File: src/rtl/icache.sv
// Direct-mapped, read-only instruction cache with one 32-bit word per line.
// Serves fetch requests with a single-cycle instr_ready pulse and fills from memory on a miss.
module icache #(
    parameter int INDEX_BITS = 4
) (
    input  logic        clk,
    input  logic        rst,
    input  logic        rdy,
    input  logic        rob_clear,
    input  logic        start_fetch,
    input  logic [31:0] pc,
    output logic        instr_ready,
    output logic [31:0] instr,
    output logic [31:0] instr_addr,
    output logic        mem_req,
    output logic [31:0] mem_addr,
    input  logic        mem_done,
    input  logic [31:0] mem_data
);
    localparam int LINES = 1 << INDEX_BITS;
    localparam int TAG_W = 32 - INDEX_BITS - 2;

    typedef enum logic [1:0] {IDLE, MISS, ABORT, RESP} state_t;

    state_t state, state_nxt;

    logic [LINES-1:0] valid;
    logic [TAG_W-1:0] tag_mem  [LINES];
    logic [31:0]      data_mem [LINES];
    logic [31:0]      req_pc;

    logic [INDEX_BITS-1:0] pc_idx, req_idx;
    logic [TAG_W-1:0]      pc_tag, req_tag;
    logic                  hit, fill;

    logic        ready_nxt, req_nxt;
    logic [31:0] instr_nxt, iaddr_nxt, maddr_nxt, req_pc_nxt;

    assign pc_idx  = pc[INDEX_BITS+1:2];
    assign pc_tag  = pc[31:INDEX_BITS+2];
    assign req_idx = req_pc[INDEX_BITS+1:2];
    assign req_tag = req_pc[31:INDEX_BITS+2];
    assign hit     = valid[pc_idx] && (tag_mem[pc_idx] == pc_tag);
    // The line is written whenever the outstanding request completes, aborted or not.
    assign fill    = ((state == MISS) || (state == ABORT)) && mem_done;

    always_ff @(posedge clk or negedge rst) begin
        if (!rst) begin
            state       <= IDLE;
            valid       <= '0;
            instr_ready <= 1'b0;
            instr       <= '0;
            instr_addr  <= '0;
            mem_req     <= 1'b0;
            mem_addr    <= '0;
            req_pc      <= '0;
        end else if (rdy) begin
            state       <= state_nxt;
            instr_ready <= ready_nxt;
            instr       <= instr_nxt;
            instr_addr  <= iaddr_nxt;
            mem_req     <= req_nxt;
            mem_addr    <= maddr_nxt;
            req_pc      <= req_pc_nxt;
            if (fill)
                valid[req_idx] <= 1'b1;
        end
    end

    always_ff @(posedge clk) begin
        if (rdy && fill) begin
            tag_mem[req_idx]  <= req_tag;
            data_mem[req_idx] <= mem_data;
        end
    end

    always_comb begin
        state_nxt = state;
        case (state)
            IDLE:    if (start_fetch && !rob_clear) state_nxt = hit ? RESP : MISS;
            MISS:    if (mem_done)                  state_nxt = rob_clear ? IDLE : RESP;
                     else if (rob_clear)            state_nxt = ABORT;
            ABORT:   if (mem_done)                  state_nxt = IDLE;
            RESP:                                   state_nxt = IDLE;
            default:                                state_nxt = IDLE;
        endcase
    end

    // instr_ready is only ever raised for one cycle, so its default next value is 0.
    always_comb begin
        ready_nxt  = 1'b0;
        instr_nxt  = instr;
        iaddr_nxt  = instr_addr;
        req_nxt    = mem_req;
        maddr_nxt  = mem_addr;
        req_pc_nxt = req_pc;
        case (state)
            IDLE: begin
                if (start_fetch && !rob_clear) begin
                    if (hit) begin
                        ready_nxt = 1'b1;
                        instr_nxt = data_mem[pc_idx];
                        iaddr_nxt = pc;
                    end else begin
                        req_nxt    = 1'b1;
                        maddr_nxt  = {pc[31:2], 2'b00};
                        req_pc_nxt = pc;
                    end
                end
            end
            MISS: begin
                if (mem_done) begin
                    req_nxt = 1'b0;
                    if (!rob_clear) begin
                        ready_nxt = 1'b1;
                        instr_nxt = mem_data;
                        iaddr_nxt = req_pc;
                    end
                end
            end
            ABORT:   if (mem_done) req_nxt = 1'b0;
            default: ;
        endcase
    end
endmodule

File: config.mk
export PLATFORM = sky130hd
export DESIGN_NAME = icache
export DESIGN_NICKNAME = d
export VERILOG_FILES = /design/src/rtl/icache.sv
export SDC_FILE = /design/constraint.sdc
export NUM_CORES = 1
export LEC_CHECK = 0
export ABC_AREA = 1
export BUFFER_PORTS_ARGS = -buffer_cell sky130_fd_sc_hd__buf_2
export CORE_UTILIZATION = 25
export CTS_CLUSTER_SIZE = 25
export DETAILED_ROUTE_END_ITERATION = 8
export SYNTH_ARGS = -nofsm -noshare
export SYNTH_HDL_FRONTEND = slang
export SYNTH_SLANG_ARGS = --single-unit
File: constraint.sdc
create_clock -name clk -period 5.6 [get_ports clk]
set_clock_uncertainty 0.15 [all_clocks]
set_input_delay 1.12 -clock clk [delete_from_list [all_inputs] [get_ports clk]]
set_output_delay 1.12 -clock clk [all_outputs]
set_load 0.02 [all_outputs]
# After elaboration in Yosys (flattened, before gate mapping)
# Memory sizes are Yosys's and may differ from the RTL's.
# Cells that the tools add are included.
word_totals:
  inputBits: 70
  n_memories: 2
  out_inout_bits: 98
  reg_bits: 146
  word_cells: 75
  ram_bits: 928
classes:
  n_bitwise: 2
  n_eq_ne: 12
  muxes: 32
  magnitude_cmp: 3
  reduce_logical: 16
memory_table:
  columns: ["name", "words", "word_bits", "rd", "rd_clocked_by_memory_dff", "wr", "line", "text"]
  rows:
  - ["data_mem", 16, 32, 1, 0, 1, "29", "logic [31:0] data_mem [LINES];"]
  - ["tag_mem", 16, 26, 1, 0, 1, "28", "logic [TAG_W-1:0] tag_mem [LINES];"]
ops:
  columns: ["op", "n"]
  rows:
  - ["$mux 32", 8]
  - ["$pmux 32 s2", 2]
  - ["$eq 26x26->1", 1]
  - ["$or 16x16->16", 1]
  - ["$mux 2", 6]
  - ["$ne 2x2->1 const B", 6]
  - ["$mux 1", 11]
  - ["$lt 4x5->1 const B", 2]
  - ["$pmux 2 s4", 1]
  - ["$reduce_and 4->1", 2]
  - ["$reduce_and 6->1", 1]
  - ["$logic_and 1x1->1", 5]
  - ["$reduce_and 5->1", 1]
  - ["$bmux 1 s4", 1]
  - ["$demux 1 s4", 1]
  - ["$eq 2x2->1 const B", 2]
  - ["$ge 4x1->1 const B", 1]
  - ["$pmux 1 s2", 2]
  - ["$reduce_bool 2->1", 2]
  - ["$ne 3x3->1 const B", 1]
  - ["$eq 2x1->1 const B", 1]
  - ["$logic_not 2->1", 1]
  - ["$ne 2x1->1 const B", 1]
  - ["$reduce_and 2->1", 1]
  - ["4 further kinds", 4]

# Logic depth before layout (Yosys ltp)
# Gate-level depths: netlist (run 1).
depth:
  ltp_word: 6
  ltp_mapped: 21
  ltp_nobuf: 18

# Worst setup path after synthesis (run 1)
# OpenSTA, ideal clock, no wires.
synth_path:
  kind: "input to register"
  startpoint: "input port mem_done"
  endpoint: "memory data_mem[12][0], enable pin"
  path_stages: 4
  t_required_ps: 4976
  path_slack_ps: 713
  setup_time_ps: 474
  arrival_time_ps: 4262
  n_path_buf: 0
  cell_sequence: "inv_1 > nor3_1 > nand3_1 > nor2_1"
synth_via:
  elab_chain_cells: 4
synth_rtl:
  columns: ["element", "line", "text"]
  rows:
  - ["from (decl)", "17", "input logic mem_done,"]
  - ["$logic_and 1x1->1", "45", "assign fill = ((state == MISS) || (state == ABORT)) && mem_done;"]
  - ["$logic_and 1x1->1", "71", "if (rdy && fill) begin"]
  - ["$mux 1", "71", null]
  - ["$mux 1 (implied by the code)", "73", "data_mem[req_idx] <= mem_data;"]
  - ["to (decl)", "29", null]
# Every way passes these cells.

# Worst setup path in the final report (run 1)
layout_path:
  startpoint: "input port pc[4]"
  endpoint: "register instr[18]"
layout_via:
  elab_chain_cells: 5
  word_cells_on_any_way: 11
layout_rtl:
  columns: ["element", "line", "text"]
  rows:
  - ["from (decl)", "11", "input logic [31:0] pc,"]
  - ["$mem_v2 16x26 / $bmux 1 s4 (equally long branches)", null, null]
  - ["$eq 26x26->1 / $mux 1 (equally long branches)", "43", "assign hit = valid[pc_idx] && (tag_mem[pc_idx] == pc_tag);"]
  - ["$logic_and 1x1->1", "43", null]
  - ["$ne 2x2->1 (no line)", null, null]
  - ["$reduce_and 6->1 (no line)", null, null]
  - ["to (signal assigned)", "60", "instr <= instr_nxt;"]
  - ["to (decl)", "13", "output logic [31:0] instr,"]
# Several ways; a longest one is shown, not always the timed one. The select of a mux whose other input is x is not followed.
# A chain may end at the register's enable or synchronous reset.

==> impl_results.md, run 1 <==
* Status: finished, final reports clean
* Post-Layout Inst Area at 50,000 um^2
* Final HPWL DP at 75,500 um
* PortBufs at 165
* Top cell type's share of synthesized area at 64.5%
* Ranking of synthesized cells by area: edfxtp_1 65%, nand2_1 8.4%, dfrtp_1 6.7%, o21ai_0 4.5%, nand3_1 4.0%
* Worst setup EP type: flip-flop
* Top cells by count, synth: 968 x nand2_1, 928 x edfxtp_1, 388 x o21ai_0
* Tightest Pin Transition at around 1200 ps
* Worst Path Arrival at 4650 ps
* Area of the die at about 170,000 um^2
* Crit path max fanout at 64
* DRC viols at 0
* GRT Overall Usage at 15.0%
* Setup TNS at 0 ps
* Vias at 29,700
* Clock root cell: clkbuf_16
* Synthesized flop and latch total at between 1,000 and 1,500
* Met3 Use GR at about 2.5%
* Hold WS at approximately 220 ps
* Headroom to the max-slew limit at between 20% and 30%
* Nets at about 4,000
* Routability cong. at a little over 0.8
* Average wire per standard cell at 21.1 um
* Final setup fails at 0
* Reg2Reg Depth at 10
* Total grt overflow at 0
* Layout cell share with drive strength beyond 1 at between 10% and 20%
* Cell count after synthesis at around 3,900
* Core box area at 172,000 um^2
* Top FF cell, synth: edfxtp_1
* Area post-placement at between 40,000 and 50,000 um^2
* Power, Total at roughly 0.02 W
* Clock sinks at between 1,000 and 1,500
* Leak at about 19 nW
* RSZ-0062 raised after global routing: false
* Global-route wire length before repair at approximately 190,000 um
* YS warnings at 0
* R2r setup slk at 1790 ps
* Setup Fix Bufs, Post-CTS at 0
* CP startpoint kind: primary input
* Horiz. Die Dim at 418 um
* FFs w/ async S/R, synth at between 10 and 15%
* Final min period at ~4100 ps
* Largest area contributor in the netlist: edfxtp_1
* CTS tree: yes
* Initial Util at ~25%
* Global-route met1 utilization at about a fifth
* Post-synth cell types at 28
* Final Hold Viols at 0
* GR peak layer: met2
* # hold bufs at CTS at 0
* Met2 usage at between 20% and 30%
* Clock Path Buffers at 3
* EDFF count, synth at 928
* Max-cap violations at 0
* Initial DRC count at around 3,100
* Worst EP required at around 6100 ps
* Ports at between 150 and 200
* Drt total wl at around 130,000 um
* Pin count of the biggest net entering global routing at approximately 200
* Rows at roughly 150
* Clk_lat worst skew at between 700 and 800 ps
* Post-synthesis sequential area ratio at between 70 and 80%
* Tightest Hold Check Type: primary input to async pin
* Post-synthesis cell area at between 40,000 and 50,000 um^2
* Cts repair resizes at 0
* Critical path class: primary input to flip-flop
* Reg-to-reg endpoint: instr_addr[25]$_DFFE_PN0P_
* Reg clk slew, reported paths at approximately 60 ps
* VDD IR max at 0.000241 V
* DRT Pass-1 Iters at 6
* Initial antenna violation count at 22
* Num CTS Buffers at 104
* Post-route ant nets at 0
* Vias per cell at approximately 4.7
* Vias in the first global route at approximately 28,000
* Slew Viols, Final at 0
* Mean Syn Cell Area at between 10 and 15 um^2
* Die height at around 420 um
* Max Fclk at approximately 0.24 GHz
* Count leader, synth: nand2_1
* Layout overhead on the synthesized area at 15.7%
* P per Cell Area at ~400 nW/um^2
* Fin crit share at 73.8%
* R2R Path Start: state[1]$_DFFE_PN0P_
* Max H-tree Level at 3
==> sequential cells by signal, summed over array words and instances (netlist names), 2 cells and up <==
signal      cells
instr          32
state           2
req_pc         32
instr_addr     32
tag_mem       416
valid          16
data_mem      512
==> how the worst max path moves through the flow <==
stage	startpoint	endpoint	slack (ps)	depth (start not counted)
5_1_grt	pc[2]	instr[18]$_DFFE_PN0P_	1290	17
6_report	pc[4]	instr[18]$_DFFE_PN0P_	1470	14
2_1_floorplan	mem_done	data_mem[12][0]$_DFFE_PP_	710	4
3_5_place_dp	pc[2]	instr[18]$_DFFE_PN0P_	850	17
3_3_place_gp	pc[2]	instr[18]$_DFFE_PN0P_	850	17
4_1_cts	pc[4]	instr[18]$_DFFE_PN0P_	1650	14
==> power breakdown <==
group	internal (W)	switching (W)
Clock	0.00377	0.00306
Sequential	0.00949	0.000649
Combinational	0.000838	0.00265
Total	0.0141	0.00636
==> routing by layer <==
layer  wire, um  vias to the layer above
met5        101                        -
met4       3970                       16
met3       9210                      202
met2      65400                     1177
met1      54900                    14800
li1           -                    13500
==> critical path, cell delays in order <==
cell and delay [ps]:
buf_6 190, inv_4 650, buf_4 450, nand3_1 130
nand3_1 140, nand3_1 100, nand2_1 200, nand2_1 70
nor2_1 130, nand3_1 160, o21ai_4 240, buf_12 330
nand3_1 340, nand2_1 170
==> metrics by stage <==
| stage | std cells | utilization [%] | worst slack (ps) |
|---|---|---|---|
| after floorplan | 3858 | - | 713 |
| final | 6337 | 29.1 | 1470 |
| after detailed placement | 6140 | 27.2 | 854 |
| after global routing | 6336 | 29.1 | 1290 |
| after CTS | 6333 | 29.1 | 1650 |
| after global placement | 6140 | 27.2 | 853 |
==> cell families after synthesis <==
logic type	count (synthesis)	share of synthesized area, %
AO/OA/AOI/OAI	582	7.51
adder cells (fa/ha/maj)	3	0.0869
buffers and inverters	507	4.94
flip-flops	1044	71.2
other	1	0.00868
AND/OR/NAND/NOR	1720	16.2
==> cells in the final DEF, fill, tap and decap left out, types with 2 or more instances in the layout <==
cell type / n
nor3_1: 3
edfxtp_1: 928
clkinv_1: 13
nand2_1: 967
inv_16: 2
inv_8: 2
buf_6: 3
o211ai_1: 14
buf_4: 60
clkbuf_16: 104
conb_1: 2
inv_2: 2
clkinv_16: 3
clkbuf_1: 38
a21oi_1: 6
buf_2: 161
or2_0: 2
o21ai_1: 8
bufinv_16: 4
nand4_1: 39
diode_2: 4
clkinv_2: 14
or2_2: 3
nor2_1: 338
clkinv_4: 2
dfrtp_1: 116
o21ai_0: 388
o221ai_1: 32
inv_1: 233
clkbuf_8: 9
ha_2: 2
nand3_1: 347
nor2_4: 19
buf_12: 16
o22ai_1: 96
a31oi_1: 33
inv_6: 3
==> layout make-up <==
type	instances	area, um^2
Antenna cell	4	10.0
Clock buffer	151	2870
Clock inverter	42	429
Fill cell	17500	122000
Inverter	238	911
Multi-Input combinational cell	2307	10500
Sequential cell	1044	30800
Tap cell	2310	2890
Timing Repair Buffer	241	1630
Power figures use the tool's default switching activity.
==> run 2: changes to the inputs <==
Settings changed: ABC_AREA 1 to 0.
Clock period 5.6 ns to 4.1 ns, I/O delays scaled along.
==> impl_results.md, run 2 <==
* Leak at about 16 nW
* Clk_lat worst skew at a little over 700 ps
* Clock Path Buffers at 3
* Final worst slack at 184 ps
* Power, Total at between 0.02 and 0.03 W
* Worst Path Arrival at between 4000 and 5000 ps
* Area post-placement at about 46,000 um^2
* DRT Pass-1 Iters at 5
* Worst slack at placement at -684 ps
* Synthesized flop and latch total at roughly 1,000
* YS warnings at 0
* Largest Register: data_mem
* FFs w/ async S/R, synth at ~11%
* Setup TNS at 0 ps
* DRC viols at 0
* Post-synthesis sequential area ratio at 73.6%
* Initial antenna violation count at 22
* Top cells by count, synth: 928 x edfxtp_1, 262 x mux4_2, 116 x dfrtp_1
* Hold Path Sink: req_pc[1]$_DFFE_PN0P_
* Horiz. Die Dim at a little over 400 um
* Num CTS Buffers at 98
* GRT Overall Usage at 12.8%
* Max Fclk at 0.255 GHz
* Pin count of the biggest net entering global routing at 66
* Sw power at about 0.0081 W
* Rows at approximately 150
* Mean Syn Cell Area at roughly 21 um^2
* Max-cap violations at 0
* Reg2Reg Depth at 10
* Core box area at about 170,000 um^2
* Global-route wire length before repair at approximately 160,000 um
* Vias in the first global route at between 20,000 and 25,000
* Routability cong. at between 0.7 and 0.8
* Final setup fails at 0
* Clock sinks at approximately 1,000
* Vias at just over 20,000
* Nets at 2,339
* Clock power frac at between 30% and 40%
* VDD IR max at between 0.0003 and 0.0004 V
* Final HPWL DP at roughly 63,000 um
* Critical path class: primary input to flip-flop
* Reg clk slew, reported paths at around 60 ps
* Ports at 168
* P per Cell Area at about 570 nW/um^2
* Hold_sp: pc[1]
* Most frequent cells in the layout: 928 x edfxtp_1, 262 x mux4_2, 161 x buf_2
* Top cell type's share of synthesized area at between 60% and 70%
* R2R Path Start: tag_mem[8][23]$_DFFE_PP_
* Hold depth at 2
* Average wire per standard cell at roughly 24 um
* CP startpoint kind: primary input
* Largest area contributor in the netlist: edfxtp_1
* Layout overhead on the synthesized area at 18.2%
* Post-route ant nets at 0
* Crit path max fanout at 24
* Most common library cell in the layout ignoring fill and taps: edfxtp_1
* Worst setup EP type: flip-flop
* Reg-to-reg endpoint: instr_addr[19]$_DFFE_PN0P_
* Tightest Pin Transition at around 1300 ps
* Clock root cell: clkbuf_16
* CTS tree: yes
* Area of the die at between 150,000 and 200,000 um^2
* Cell count after synthesis at about 2,000
* Vias per cell at 4.57
* Final min period at slightly below 4000 ps
* Tightest Hold Check Type: primary input to flip-flop
* Post-Layout Inst Area at ~50,000 um^2
* Fin crit share at a little over nine tenths
* PortBufs at ~170
* Initial Util at between 20% and 30%
* Hold WS at roughly 210 ps
* Die height at roughly 400 um
* Largest regs: data_mem: 512 flops, tag_mem: 416 flops
* Slew Viols, Final at 0
* Sequential fraction of design power at 50.6%
* EDFF count, synth at approximately 930
* Setup Fix Bufs, Post-CTS at 0
* Int Pwr at ~0.02 W
* Total grt overflow at 0
* Status: finished, final reports clean
* R2r setup slk at between 200 and 300 ps
* Comb power frac at approximately 17%
* Initial DRC count at about 1,600
* Count leader, synth: edfxtp_1
* Layout cell share with drive strength beyond 1 at a little over a third
* Switching portion of total power at between 20% and 30%
* Ranking of synthesized cells by area: edfxtp_1 67%, mux4_2 14%, dfrtp_1 6.9%, mux2i_1 1.8%, mux2_2 1.8%
* Post-synth cell types at 54
* Top FF cell, synth: edfxtp_1
* Max FFs per register at 512
* Final Hold Viols at 0
* Max H-tree Level at 3
* Headroom to the max-slew limit at ~13%
* Post-synthesis cell area at 41,800 um^2
* Drt total wl at roughly 110,000 um
* Worst EP required at 4520 ps
* RSZ-0062 raised after global routing: false
## run 2: area by class of cell
cell class	count	area, um^2
fill	16100	116000
sequential	1044	30800
multi-input combinational	819	10500
tap	2189	2740
clock buffer	132	2680
timing repair buffer	295	2150
clock inverter	52	519
inverter	8	32.5
antenna	4	10.0
## run 2: power groups by stage
stage | Sequential [W] | Clock (W) | Combinational [W]
final | 0.0142 | 0.00896 | 0.00489
after global placement | 0.0144 | 0 | 0.00490
after detailed placement | 0.0145 | 0 | 0.00495
after CTS | 0.0142 | 0.00915 | 0.00496
after floorplan | 0.0143 | 0 | 0.00301
after global routing | 0.0144 | 0.00950 | 0.00522
## run 2: critical path: stages
cell     delay, ps
buf_8          190
buf_12         240
mux4_2         530
xor2_1         160
o21ai_0        380
a21oi_1        190
or4_1          510
or4_4          480
o21ai_4        230
buf_12         200
mux2_2         350
## run 2: timing repair
| action | CTS | global route |
|---|---|---|
| gates resized for setup | 0 | 1 |
| hold buffers | 1 | 0 |
| setup endpoints to repair | 0 | 37 |
| hold endpoints to repair | 24 | 0 |
## run 2: kinds of logic (layout without fill, tap and decap cells)
kind of cell	count (synthesis)	count (layout)	synth area share (%)
simple gates	196	196	2.45
fa+ha+maj	3	3	0.0898
other cells	1	6	0.00897
compound gates	132	132	2.20
mux	441	441	18.7
flops	1044	1044	73.6
buf+inv	155	487	1.99
xor+xnor	45	45	0.943
## run 2: worst max-delay path by stage
stage,start,to,slack [ps],cells past startpoint
floorplan,rdy,data_mem[1][0]$_DFFE_PP_,-330,3
global route,pc[2],instr_addr[18]$_DFFE_PN0P_,50,12
CTS,pc[2],instr_addr[19]$_DFFE_PN0P_,40,12
global placement,pc[2],instr[27]$_DFFE_PN0P_,-710,12
finish,pc[2],instr_addr[19]$_DFFE_PN0P_,180,11
detailed placement,pc[2],instr_addr[7]$_DFFE_PN0P_,-680,12
## run 2: per-stage QoR
step | cells | util, %
after floorplan | 2018 | -
after global placement | 4354 | 27.9
after detailed placement | 4354 | 27.9
after CTS | 4539 | 29.8
after global routing | 4540 | 29.8
final | 4543 | 29.8
## run 2: layer usage
layer	share of wire, %	wire length [um]	GRT usage (%)	vias to the layer above
met1	43	46900	17.0	11300
met3	5.9	6460	2.40	150
li1	-	-	-	8766
met2	49	54000	21.3	582
met4	2.1	2300	3.85	18
met5	0.10	112	0	-
